## src/rtl/std_mem_d1_reader.sv

```systemverilog
// -----------------------------------------------------------------------------
// std_mem_d1_reader
//
// Sequential read initiator for a std_mem_d1 memory port. A start request
// latches a first address and a word count, then the block walks consecutive
// addresses (wrapping at SIZE) over the memory's combinational read path and
// delivers each word on a registered ready/valid stream. A one-cycle done
// pulse follows acceptance of the final word.
//
// Ports
//   clk            clock, rising edge
//   reset_n        asynchronous active-low reset
//   go             start request, sampled only while idle
//   start_idx      first address (values >= SIZE start at 0)
//   count          number of words, 0..SIZE (larger values clamp to SIZE)
//   mem_addr0      read address to the memory
//   mem_read_data  read data from the memory, combinational in mem_addr0
//   out_data       stream data (registered)
//   out_valid      stream valid (registered)
//   out_ready      stream ready from the consumer
//   done           one-cycle completion pulse (registered)
// -----------------------------------------------------------------------------
module std_mem_d1_reader #(
    parameter int WIDTH    = 32,
    parameter int SIZE     = 16,
    parameter int IDX_SIZE = 4
) (
    input  logic                clk,
    input  logic                reset_n,
    input  logic                go,
    input  logic [IDX_SIZE-1:0] start_idx,
    input  logic [IDX_SIZE:0]   count,
    output logic [IDX_SIZE-1:0] mem_addr0,
    input  logic [WIDTH-1:0]    mem_read_data,
    output logic [WIDTH-1:0]    out_data,
    output logic                out_valid,
    input  logic                out_ready,
    output logic                done
);

    localparam logic [1:0] ST_IDLE = 2'd0;
    localparam logic [1:0] ST_RUN  = 2'd1;
    localparam logic [1:0] ST_DONE = 2'd2;

    localparam logic [IDX_SIZE:0]   SIZE_C = (IDX_SIZE+1)'(SIZE);
    localparam logic [IDX_SIZE-1:0] LAST_C = IDX_SIZE'(SIZE - 1);

    logic [1:0]          state_q, state_d;
    logic [IDX_SIZE-1:0] addr_q, addr_d;
    logic [IDX_SIZE:0]   remaining_q, remaining_d;
    logic [WIDTH-1:0]    data_q, data_d;
    logic                valid_q, valid_d;
    logic                done_q, done_d;

    logic                slot_free;
    logic [IDX_SIZE-1:0] start_fixed;
    logic [IDX_SIZE:0]   count_fixed;

    // The output register can take a new word when it is empty or its
    // current word is being accepted this cycle.
    assign slot_free   = !valid_q || out_ready;

    // Out-of-range start addresses begin at 0; oversize counts read the
    // whole memory once.
    assign start_fixed = ({1'b0, start_idx} >= SIZE_C) ? '0 : start_idx;
    assign count_fixed = (count > SIZE_C) ? SIZE_C : count;

    always_comb begin
        state_d     = state_q;
        addr_d      = addr_q;
        remaining_d = remaining_q;
        data_d      = data_q;
        valid_d     = valid_q;

        case (state_q)
            ST_IDLE: begin
                if (go) begin
                    addr_d      = start_fixed;
                    remaining_d = count_fixed;
                    state_d     = (count_fixed == '0) ? ST_DONE : ST_RUN;
                end
            end

            ST_RUN: begin
                // A stalled slot freezes every register so no word is
                // dropped or issued twice.
                if (slot_free) begin
                    if (remaining_q != '0) begin
                        data_d      = mem_read_data;
                        valid_d     = 1'b1;
                        remaining_d = remaining_q - (IDX_SIZE+1)'(1);
                        addr_d      = (addr_q == LAST_C) ? '0 : addr_q + IDX_SIZE'(1);
                    end else begin
                        // Last word has just been accepted (or none was due).
                        valid_d = 1'b0;
                        state_d = ST_DONE;
                    end
                end
            end

            ST_DONE: begin
                state_d = ST_IDLE;
            end

            default: begin
                state_d = ST_IDLE;
                valid_d = 1'b0;
            end
        endcase

        // done is registered so it is high exactly while the state is DONE.
        done_d = (state_d == ST_DONE);
    end

    always_ff @(posedge clk or negedge reset_n) begin
        if (!reset_n) begin
            state_q     <= ST_IDLE;
            addr_q      <= '0;
            remaining_q <= '0;
            data_q      <= '0;
            valid_q     <= 1'b0;
            done_q      <= 1'b0;
        end else begin
            state_q     <= state_d;
            addr_q      <= addr_d;
            remaining_q <= remaining_d;
            data_q      <= data_d;
            valid_q     <= valid_d;
            done_q      <= done_d;
        end
    end

    assign mem_addr0 = addr_q;
    assign out_data  = data_q;
    assign out_valid = valid_q;
    assign done      = done_q;

endmodule

```

## config.mk

```make
export PLATFORM = sky130hd
export DESIGN_NAME = std_mem_d1_reader
export DESIGN_NICKNAME = d
export VERILOG_FILES = /design/src/rtl/std_mem_d1_reader.sv
export SDC_FILE = /design/constraint.sdc
export NUM_CORES = 1
export LEC_CHECK = 0
export ABC_AREA = 1
export BUFFER_PORTS_ARGS = -buffer_cell sky130_fd_sc_hd__buf_4
export CORE_MARGIN = 8
export CORE_UTILIZATION = 54
export CTS_CLUSTER_SIZE = 12
export DETAILED_ROUTE_END_ITERATION = 7
export HOLD_SLACK_MARGIN = 0.05
export PLACE_DENSITY = 0.83
export SLEW_MARGIN = 20
export SYNTH_ARGS = -nofsm -noshare
export SYNTH_HDL_FRONTEND = slang
export SYNTH_SLANG_ARGS = --single-unit
```

## constraint.sdc

```tcl
create_clock -name clk -period 2.7 [get_ports clk]
set_clock_uncertainty 0.1 [all_clocks]
set_input_delay 0.405 -clock clk [delete_from_list [all_inputs] [get_ports clk]]
set_output_delay 0.405 -clock clk [all_outputs]
set_load 0.03 [all_outputs]
```

==> impl_metrics.env <==
export IMPL_cp_startpoint="remaining_q[0]"
export IMPL_port_buffers=82
export IMPL_critPathArrivalTime_ns=2.16
export IMPL_synth_area_leaders="dfrtp_1 45%, nand2_4 15%, nand2_2 9.8%, nand3_1 8.8%, nand2_1 6.6%"
export IMPL_cts_sinks=45
export IMPL_grt_pass1_wl_um=9670
export IMPL_vdd_drop_max_v=0.000815
export IMPL_maxSlewHeadroom_pct=62.2
export IMPL_hold_viol=0
export IMPL_reg2reg_from="remaining_q[0]"
export IMPL_num_vias=1925
export IMPL_vias_per_cell=5.03
export IMPL_final_common_cell="buf_4"
export IMPL_post_route_util_pct=72.1
export IMPL_r2r_cells=8
export IMPL_fmax_mhz=492
export IMPL_synth_top_family_by_area="simple AND/OR/NAND/NOR gates"
export IMPL_ant_nets=0
export IMPL_status="finished clean"
export IMPL_drive_gt1_share_pct=52.3
export IMPL_postCtsSetupBuffers=0
export IMPL_root_buffer="clkbuf_8"
export IMPL_final_nets=379
export IMPL_syn_to_final_growth_pct=27.8
export IMPL_clockBufferDepth=2
export IMPL_power_static_leakage_nw=1.71
export IMPL_num_rows=24
export IMPL_gr_total_overflow=0
export IMPL_boundaryPins=83
export IMPL_grt_max_degree=46
export IMPL_gp_congestion=0.827
export IMPL_synth_area_per_cell_sq_um=9.92
export IMPL_hold_path_class="primary input to register"
export IMPL_rsz0062_at_grt="false"
export IMPL_period_share_pct=75.2
export IMPL_synthCells=251
export IMPL_first_global_vias=2016
export IMPL_syn_nets=299
export IMPL_yosysSeqAreaShare_pct=45.2
export IMPL_core_sq_um=4410
export IMPL_critPathLaunchType="register"
export IMPL_ys_warn_count=0
export IMPL_clock_latency_ns=0.29
export IMPL_cts_buffers=5
export IMPL_layout_common_cells="82 x buf_4, 45 x dfrtp_1, 44 x nand2_1, 44 x nand3_1, 39 x nand2_2"
export IMPL_setup_viol=0
export IMPL_synthMuxAreaShare_pct=0
export IMPL_crit_path_end_kind="register"
export IMPL_fin_setup_tns_ns=0
export IMPL_tightest_slew_ns=0.567
export IMPL_cts_tree="done"
export IMPL_worst_path_max_fanout=34
export IMPL_cellPowerDensity_nw_per_um2=1480
export IMPL_yosys_area_top_type_share_pct=45.2
export IMPL_rrSetupSlack_ns=0.67
export IMPL_dp_hpwl_um=4140
export IMPL_clk_pin_slew_ns=0.08
export IMPL_maxCapViolCount=0
export IMPL_drv_slew=0
export IMPL_cp_endpoint="out_data[19]"
export IMPL_track_usage_pct=16.6
export IMPL_fp_dieW_um=83.9
export IMPL_syn_cell_area_sq_um=2490
export IMPL_yosysUniqueCellTypes=27
export IMPL_synth_ff_latch_count=45
export IMPL_post_route_min_period_ns=2.03
export IMPL_drt_pass1_iter_count=4
export IMPL_multi_input_area_sq_um=1200
export IMPL_wl_per_cell_um=14.7
export IMPL_fill_cells=333
export IMPL_regArea_sq_um=1130
export IMPL_antenna_cells=0
export IMPL_die_h_um=83.9
export IMPL_synth_top_area_cell="dfrtp_1"
export IMPL_die_area_sq_um=7040
export IMPL_drc_errors=0
export IMPL_initial_core_util_pct=56.4
export IMPL_htreeDepth=2
export IMPL_synth_compound_area_share_pct=2.16
export IMPL_regToRegEndpoint="out_data[19]"
export IMPL_synth_xor_area_share_pct=0.352
export IMPL_critical_path_class="register to register"
export IMPL_synth_simple_area_share_pct=44.3
export IMPL_grt_antenna_before_repair=0
export IMPL_synthAdderAreaFrac_pct=1.51
export IMPL_worstPathRequired_ns=2.83
export IMPL_drt_iter0_drc=95
export IMPL_wl_um=5630
==> routing by layer <==
layer | GRT usage (%) | wire (um) | vias up
met3 | 5.86 | 377 | 8
met4 | 5.18 | 66 | 0
met2 | 25.4 | 2590 | 70
met1 | 21.2 | 2590 | 885
met5 | 0 | 0 | -
li1 | - | - | 962
==> sequential cells by signal, summed over array words and instances, names as in the netlist <==
name         cells
out_data        32
remaining_q      5
mem_addr0        4
state_q          2
done             1
out_valid        1
==> worst min path at each step <==
| stage | from | end | slack [ns] | cells past startpoint |
|---|---|---|---|---|
| after floorplan | reset_n | done | 0.009 | 0 |
| after global placement | reset_n | out_data[2] | 0.34 | 1 |
| after detailed placement | reset_n | out_data[3] | 0.34 | 1 |
| after CTS | mem_read_data[19] | out_data[19] | 0.24 | 3 |
| after global routing | mem_read_data[18] | out_data[18] | 0.25 | 3 |
| final | mem_read_data[19] | out_data[19] | 0.25 | 3 |
==> layout make-up <==
class,count,share of cell area (%)
multi-input combinational,184,37.9
sequential,45,35.4
timing repair buffer,83,19.7
clock buffer,5,2.16
tap,52,2.04
inverter,12,1.81
clock inverter,2,1.10
==> synthesized netlist by cell type (all sizes together) <==
master	n
inv	11
o22ai	4
nand2	117
or2	1
nand4	1
o21ai	5
xnor2	1
nand3	45
buf	10
clkinv	1
dfrtp	45
nor3	1
nor2	6
ha	3
==> power by group <==
group	internal, mW	switching (mW)	leakage (nW)	total [mW]
clock network	0.269	0.221	0.0540	0.490
registers	1.01	0.347	0.557	1.36
logic	1.02	1.85	1.10	2.87
total	2.30	2.42	1.71	4.72
==> critical path, cell delays in order, from the launching register on <==
cell and delay [ns]:
dfrtp_1 0.40, inv_1 0.12, ha_1 0.17, inv_1 0.05, nor2_2 0.16, nand2_4 0.27, nand2_8 0.49, nand2_1 0.10
nand2_1 0.07
==> kinds of logic after synthesis <==
logic type | count (synthesis)
compound gates | 9
xor+xnor | 1
fa+ha+maj | 3
buf+inv | 22
flops | 45
simple gates | 171
==> stage by stage <==
| step | hold slack (ns) | cells | power [mW] | area (sq um) | setup slack [ns] |
|---|---|---|---|---|---|
| 2_1_floorplan | 0.00941 | 251 | 3.64 | 2490 | 1.21 |
| 3_3_place_gp | 0.338 | 375 | 4.20 | 3070 | 0.773 |
| 3_5_place_dp | 0.338 | 375 | 4.26 | 3070 | 0.657 |
| 4_1_cts | 0.239 | 383 | 4.77 | 3180 | 0.645 |
| 5_1_grt | 0.245 | 383 | 5.06 | 3180 | 0.498 |
| 6_report | 0.246 | 383 | 4.72 | 3180 | 0.669 |
==> what timing repair did <==
action                                  4_1_cts  5_1_grt
gates resized for setup                       0        0
hold buffers                                  1        0
hold endpoints to repair                     45        0
endpoints found under the setup margin        0        0
(Power assumes the default switching activity.)
